==> src/rtl/snes_pad_poller.sv <==
// snes_pad_poller: drives the shared SNES latch/clock lines to NUM_PADS pads,
// shifts in each pad's serial word and publishes a whole-frame button vector
// with per-button press/release strobes, on demand or from an auto timer.
//
// Request semantics: start is a one-cycle request honoured only when the
// poller is idle (busy=0); a start seen while busy is dropped, not queued.
// The auto timer raises a request that is held until the next launch.
// valid, pressed and released are one-cycle strobes, all in the same cycle.
module snes_pad_poller #(
  parameter int NUM_PADS   = 2,
  parameter int NUM_BITS   = 16,
  parameter int HALF_TICKS = 300,
  parameter int POLL_TICKS = 833333
) (
  input  logic                         clk,
  input  logic                         rst,
  input  logic                         auto_en,
  input  logic                         start,
  output logic                         data_latch,
  output logic                         data_pulse,
  input  logic [NUM_PADS-1:0]          data_in,
  output logic [NUM_PADS*NUM_BITS-1:0] buttons,
  output logic [NUM_PADS*NUM_BITS-1:0] pressed,
  output logic [NUM_PADS*NUM_BITS-1:0] released,
  output logic                         valid,
  output logic                         busy,
  output logic [2:0]                   state_dbg
);

  localparam int PH_W  = $clog2(2 * HALF_TICKS);
  localparam int BIT_W = (NUM_BITS > 1) ? $clog2(NUM_BITS) : 1;
  localparam int TMR_W = (POLL_TICKS > 1) ? $clog2(POLL_TICKS) : 1;
  localparam int WORD_W = NUM_PADS * NUM_BITS;

  localparam logic [PH_W-1:0]  PH_HALF_LAST  = PH_W'(HALF_TICKS - 1);
  localparam logic [PH_W-1:0]  PH_LATCH_LAST = PH_W'(2 * HALF_TICKS - 1);
  localparam logic [BIT_W-1:0] BIT_LAST      = BIT_W'(NUM_BITS - 1);
  localparam logic [TMR_W-1:0] TMR_LAST      = TMR_W'(POLL_TICKS - 1);

  typedef enum logic [2:0] {
    S_IDLE   = 3'd0,
    S_LATCH  = 3'd1,
    S_CLK_LO = 3'd2,
    S_CLK_HI = 3'd3,
    S_DONE   = 3'd4
  } state_e;

  state_e             state_q;
  logic [PH_W-1:0]    phase_q;
  logic [BIT_W-1:0]   bit_q;
  logic               latch_q;
  logic               pulse_q;
  logic               busy_q;
  logic               valid_q;
  logic [WORD_W-1:0]  word_q;
  logic [WORD_W-1:0]  buttons_q;
  logic [WORD_W-1:0]  pressed_q;
  logic [WORD_W-1:0]  released_q;

  logic [NUM_PADS-1:0] sync1_q;
  logic [NUM_PADS-1:0] sync2_q;

  logic [TMR_W-1:0]   timer_q;
  logic [TMR_W-1:0]   timer_d;
  logic               pending_q;
  logic               pending_d;
  logic               expire;
  logic               launch;

  // The timer expiry counts as a request in the cycle it happens, so an idle
  // poller launches exactly POLL_TICKS cycles after the previous launch.
  assign expire = auto_en && (timer_q == TMR_LAST);
  assign launch = (state_q == S_IDLE) && (start || pending_q || expire);

  // Two-flop synchroniser per pad data line; the wire idles high (released).
  always_ff @(posedge clk or posedge rst) begin
    if (rst) begin
      sync1_q <= '1;
      sync2_q <= '1;
    end else begin
      sync1_q <= data_in;
      sync2_q <= sync1_q;
    end
  end

  // Auto-poll timer and held request: restart on launch, cleared when disabled.
  always_comb begin
    timer_d   = timer_q;
    pending_d = pending_q;
    if (!auto_en) begin
      timer_d   = '0;
      pending_d = 1'b0;
    end else if (launch) begin
      timer_d   = '0;
      pending_d = 1'b0;
    end else begin
      if (timer_q != TMR_LAST) begin
        timer_d = timer_q + 1'b1;
      end
      if (expire) begin
        pending_d = 1'b1;
      end
    end
  end

  // Timer and pending-request registers.
  always_ff @(posedge clk or posedge rst) begin
    if (rst) begin
      timer_q   <= '0;
      pending_q <= 1'b0;
    end else begin
      timer_q   <= timer_d;
      pending_q <= pending_d;
    end
  end

  // Poll sequencer: latch pulse, NUM_BITS clock pulses, then one publish cycle.
  always_ff @(posedge clk or posedge rst) begin
    if (rst) begin
      state_q    <= S_IDLE;
      phase_q    <= '0;
      bit_q      <= '0;
      latch_q    <= 1'b0;
      pulse_q    <= 1'b1;
      busy_q     <= 1'b0;
      valid_q    <= 1'b0;
      word_q     <= '0;
      buttons_q  <= '0;
      pressed_q  <= '0;
      released_q <= '0;
    end else begin
      valid_q    <= 1'b0;
      pressed_q  <= '0;
      released_q <= '0;
      case (state_q)
        S_IDLE: begin
          if (launch) begin
            state_q <= S_LATCH;
            phase_q <= '0;
            latch_q <= 1'b1;
            busy_q  <= 1'b1;
          end
        end
        S_LATCH: begin
          if (phase_q == PH_LATCH_LAST) begin
            state_q <= S_CLK_LO;
            phase_q <= '0;
            bit_q   <= '0;
            latch_q <= 1'b0;
            pulse_q <= 1'b0;
          end else begin
            phase_q <= phase_q + 1'b1;
          end
        end
        S_CLK_LO: begin
          if (phase_q == PH_HALF_LAST) begin
            // Sample just before the rising edge; the wire is active-low.
            for (int p = 0; p < NUM_PADS; p++) begin
              word_q[p*NUM_BITS + int'(bit_q)] <= ~sync2_q[p];
            end
            state_q <= S_CLK_HI;
            phase_q <= '0;
            pulse_q <= 1'b1;
          end else begin
            phase_q <= phase_q + 1'b1;
          end
        end
        S_CLK_HI: begin
          if (phase_q == PH_HALF_LAST) begin
            phase_q <= '0;
            if (bit_q == BIT_LAST) begin
              state_q    <= S_DONE;
              buttons_q  <= word_q;
              pressed_q  <= word_q & ~buttons_q;
              released_q <= ~word_q & buttons_q;
              valid_q    <= 1'b1;
            end else begin
              bit_q   <= bit_q + 1'b1;
              state_q <= S_CLK_LO;
              pulse_q <= 1'b0;
            end
          end else begin
            phase_q <= phase_q + 1'b1;
          end
        end
        S_DONE: begin
          state_q <= S_IDLE;
          busy_q  <= 1'b0;
        end
        default: begin
          state_q <= S_IDLE;
          busy_q  <= 1'b0;
          latch_q <= 1'b0;
          pulse_q <= 1'b1;
        end
      endcase
    end
  end

  assign data_latch = latch_q;
  assign data_pulse = pulse_q;
  assign buttons    = buttons_q;
  assign pressed    = pressed_q;
  assign released   = released_q;
  assign valid      = valid_q;
  assign busy       = busy_q;
  assign state_dbg  = state_q;

endmodule

==> config.mk <==
export PLATFORM = sky130hd
export DESIGN_NAME = snes_pad_poller
export DESIGN_NICKNAME = d
export VERILOG_FILES = /design/src/rtl/snes_pad_poller.sv
export SDC_FILE = /design/constraint.sdc
export NUM_CORES = 1
export LEC_CHECK = 0
export BUFFER_PORTS_ARGS = -buffer_cell sky130_fd_sc_hd__clkbuf_2
export CAP_MARGIN = 0
export CORE_MARGIN = 3
export CORE_UTILIZATION = 50
export CTS_CLUSTER_SIZE = 28
export DETAILED_ROUTE_END_ITERATION = 10
export MAX_ROUTING_LAYER = met4
export PLACE_DENSITY = 0.72
export SLEW_MARGIN = 40
export SYNTH_ARGS = -nofsm -noshare
export SYNTH_HDL_FRONTEND = slang
export SYNTH_SLANG_ARGS = --single-unit
==> constraint.sdc <==
create_clock -name clk -period 5.6 [get_ports clk]
set_clock_uncertainty 0.1 [all_clocks]
set_input_delay 0.28 -clock clk [delete_from_list [all_inputs] [get_ports clk]]
set_output_delay 0.28 -clock clk [all_outputs]
set_load 0.02 [all_outputs]
Word level (Yosys, flattened, before mapping)
Cells that the tools add are included.
Storage, ports and cells
  flip-flop bits (word level): 174
  input port bits: 6
  output and inout bits: 103
  word-level logic and storage cells: 112
Cells by class
  add/sub/neg operators: 4
  magnitude comparators: 4
  equality and inequality tests: 16
  multiplexer cells: 43
  bitwise operators: 9
  reductions and logical operators: 21
Operators by type and width (count)
  two-way mux 32 bit: 6
  AND 32 bit: 2
  bitwise mux 32 bit: 2
  inverter 32 bit: 2
  two-way mux 20 bit: 3
  two-way mux 10 bit: 3
  case mux 10 bit (3 select lines): 1
  adder 20 x 1 -> 20 bit, second input constant: 1
  equality test 20 bit, second input constant: 1
  inequality test 20 bit, second input constant: 1
  two-way mux 3 bit: 5
  two-way mux 1 bit: 13
  two-way mux 4 bit: 3
  case mux 3 bit (4 select lines): 1
  adder 10 x 1 -> 10 bit, second input constant: 1
  equality test 10 bit, second input constant: 1
  equality test 10 x 9 -> 1 bit, second input constant: 1
  inequality test 2 bit, second input constant: 5
  case mux 4 bit (2 select lines): 1
  AND reduction 4 bit: 2
  adder 5 x 4 -> 6 bit, first input constant: 1
  equality test 3 x 2 -> 1 bit, second input constant: 2
  >= comparator 6 x 1 -> 1 bit, second input constant: 1
  less-than comparator 4 x 6 -> 1 bit, second input constant: 1
  23 further kinds: 37

Depth between registers and ports, before layout
  word-level depth: 6
  mapped depth: 10
  depth with buffers taken out: 7

Worst setup path before layout
Ideal clock, no wire load.
  path kind: register -> register
  start: register phase_q[2]
  end: register buttons_q[13] (netlist: buttons[13])
  setup time: 0.117 ns
  arrival time: 2.200 ns
  data required time: 5.383 ns
  slack: 3.183 ns
  cell stages (with the launch flop): 10
  path buffers: 4
  clock period less this slack: 2.417 ns
  cells stage by stage: dfrtp_1 or4b_4 or3_1 buf_2 or2_1 buf_6 buf_6 buf_2 nand2_1 nand2_1
On the way
  word-level cells in the longest chain between the ends: 2
Ends and longest elaborated chain
  start, declared: RTL line 49  | logic [PH_W-1:0] phase_q;
  start signal, assigned: RTL line 152  | phase_q <= phase_q + 1'b1;
  start signal, assigned: RTL line 165  | phase_q <= phase_q + 1'b1;
  start signal, assigned: RTL line 183  | phase_q <= phase_q + 1'b1;
  equality test 10 x 9 -> 1 bit: RTL line 169  | if (phase_q == PH_HALF_LAST) begin
  AND reduction 3 bit (no source line)
  end signal, assigned: RTL line 173  | buttons_q <= word_q;
  end, declared: RTL line 56  | logic [WORD_W-1:0] buttons_q;
Every way passes these cells.
A chain may end at the register's enable or synchronous reset.

Worst setup path in the final report
  start: register phase_q[6]
  end: register buttons_q[18] (netlist: buttons[18])
Same word-level chain as after synthesis.

==> metrics.txt <==
most common flop cell mapped by yosys dfrtp_1; routed len/inst between 10 and 15 µm; drc violations 0; Avg Inst Size Synth 11.0 µm²; most frequent cell after synthesis dfrtp_1; startpoint types flop; worst hold path class in -> reg; largest family of logic cells by synthesized area simple AND/OR/NAND/NOR gates; IO buf count roughly 110; mux cell area share after synthesis 0.00589; Slew Limit Fails 0; Via density roughly 5.3; post-synth top area share 0.603; post-synthesis cell count ~640; Initial Util 0.521; initial antenna violation count 0; Post-Route WL approximately 14 mm; Clock H-tree levels 4; vias in the first global route 4927; post-route minimum period 2.86 ns; worst-margin pin slew 0.748 ns; Area Growth Syn to Fin 18.2%; Post-synth EDFFs 0; pin count of the biggest net entering global routing 121; GP Congestion 0.824; outcome finished, final reports clean; Gate power share 0.016; area leader, netlist dfrtp_1; Finished Layout Cells 934; top cells by area, synth dfrtp_1 (60%), nand2_1 (7.9%), nor3b_1 (6.2%); Switching Fraction 0.205; Core Area approximately 0.013 mm²; post-route ant nets 0; adder-cell area share of the yosys netlist 0.0125; yosys warns 0; critical path fanouts, max 47; leakage just over 4 nW; CP Class reg -> reg; post-placement cell count 899; post-synthesis simple-gate area fraction 0.247; Die Ht 124 µm; Via Count 4924; Critical Path Sink Type flop; Initial DRT Pass Iterations 5; P_int 0.00193 W; peak supply drop about 0.00014 V; io pins 109; Flop pwr share 0.522; cell area after synthesis approximately 0.0070 mm²; NetSw 0.000498 W; CP Data Required Time 5.86 ns; clock latency on the worst-skew pair 0.42 ns; CTS Buf Count 17; # nets final between 700 and 800; Distinct cells, synth 50; CTS sink count 174; slew margin rel. 0.497; Worst EP arrival 3.12 ns; num rows between 40 and 50; Max Cap Violations 0; DPL Wire Length around 9.2 mm; fmax approximately 350 MHz; Seq cells post-synth roughly 170; syn nets around 650; Total Routing Usage GR 0.191; Synth Area in XOR/XNOR 0.0262; Synth Area in Compound Gates 0.0594; Post-synth top cells dfrtp_1 (169), nand2_1 (147), nor3b_1 (58); CTS max path bufs 2; clock slew at reported path FFs 0.07 ns; Pwr Density a little under 300 mW/mm²; Seq/Total Area, Yosys 0.622; first-pass GRT wire length 23.9 mm; sum of negative setup slack 0 ns; share of cells above drive strength 1 0.222; period utilization 0.511; die width roughly 120 µm; CTS tree yes; clk root buf clkbuf_16; RSZ-0062 raised after global routing false; global-route congestion overflow total 0; post-layout util 0.616; Antenna diodes 0; Post-synth ARST share 1.00; Finish-stage setup viols 0; Starting DRT DRC Count 302; die area 0.0155 mm²; final hold violation count 0; clock network fraction of total power 0.461
-- metrics by stage --
step	power, W	setup slack [ns]	hold slack [ns]	instance area, µm²
after global placement	0.00133	2.66	0.246	7650
after CTS	0.00245	2.72	0.117	8290
after detailed placement	0.00133	2.77	0.249	7680
final	0.00243	2.74	0.131	8290
after floorplan	0.00132	0.511	0.184	7010
after global routing	0.00252	2.55	0.157	8290
-- final cells by class --
type | instances | area (µm²)
Clock buffer | 24 | 492
Inverter | 13 | 61.3
Sequential cell | 174 | 4360
Clock inverter | 8 | 81.3
Tap cell | 176 | 220
Fill cell | 1113 | 5160
Timing Repair Buffer | 115 | 611
Multi-Input combinational cell | 424 | 2460
-- critical path, cell delays in order, from the launching register on --
cell	delay, ns
dfrtp_1	0.45
or4b_4	0.57
or3_1	0.49
or2_4	0.48
inv_2	0.48
nand2_1	0.12
nand2_1	0.08
-- logic make-up after synthesis --
| logic type | Yosys count |
|---|---|
| and+or+nand+nor | 322 |
| xor gates and xnor gates | 21 |
| muxes | 4 |
| adders and majority gates | 7 |
| AOI/OAI and AO/OA | 70 |
| buffers and inverters | 40 |
| DFF | 174 |
-- flip-flops by register name (all words and copies together) (netlist names) --
signal      count
bit_q           4
busy            1
buttons        32
data_latch      1
data_pulse      1
pending_q       1
phase_q        10
pressed        32
released       32
state_dbg       3
sync1_q         2
sync2_q         2
timer_q        20
valid           1
word_q         32
-- placed cells by master, fill, tap and decap left out, types with 6 or more instances in the layout --
master / netlist / layout
a211o_1: 6 / 6
and3_1: 7 / 7
clkbuf_16: 0 / 17
clkbuf_2: 0 / 108
dfrtp_1: 169 / 169
ha_1: 7 / 7
inv_1: 12 / 11
nand2_1: 147 / 147
nand3_1: 18 / 18
nand4_1: 12 / 12
nor2_1: 27 / 27
nor3_1: 8 / 8
nor3b_1: 58 / 58
nor3b_2: 8 / 8
o21ai_0: 46 / 46
xnor2_1: 14 / 14
xor2_1: 7 / 7
-- power groups by stage --
stage          combinational [W]  sequential (W)  clock (W)
2_1_floorplan          0.0000275         0.00129          0
3_3_place_gp           0.0000368         0.00129          0
3_5_place_dp           0.0000395         0.00129          0
4_1_cts                0.0000412         0.00127    0.00114
5_1_grt                0.0000467         0.00127    0.00120
6_report               0.0000392         0.00127    0.00112
-- layer usage --
layer | global-route usage | vias to the layer above | wire [µm]
met5 | - | - | 0
li1 | - | 2390 | -
met2 | 0.305 | 111 | 6820
met1 | 0.239 | 2406 | 6130
met4 | 0.0722 | 0 | 208
met3 | 0.0450 | 17 | 582
-- worst paths after layout --
path	endpoint	cells past startpoint	start	slack [ns]
min	pending_q	3	auto_en	0.13
min in group asynchronous	released[21]	3	rst	0.37
max in group asynchronous	released[7]	4	rst	3.96
min reg2reg	sync2_q[1]	0	sync1_q[1]	0.26
max	buttons[18]	6	phase_q[6]	2.74
max reg2reg	buttons[18]	6	phase_q[6]	2.74
-- what timing repair did --
item                                    CTS  global route
gates resized for setup                   0             0
endpoints found under the setup margin    0             0
setup buffers                             0             0
hold endpoints to repair                116             0
hold buffers                              3             0
(Power assumes the default switching activity.)
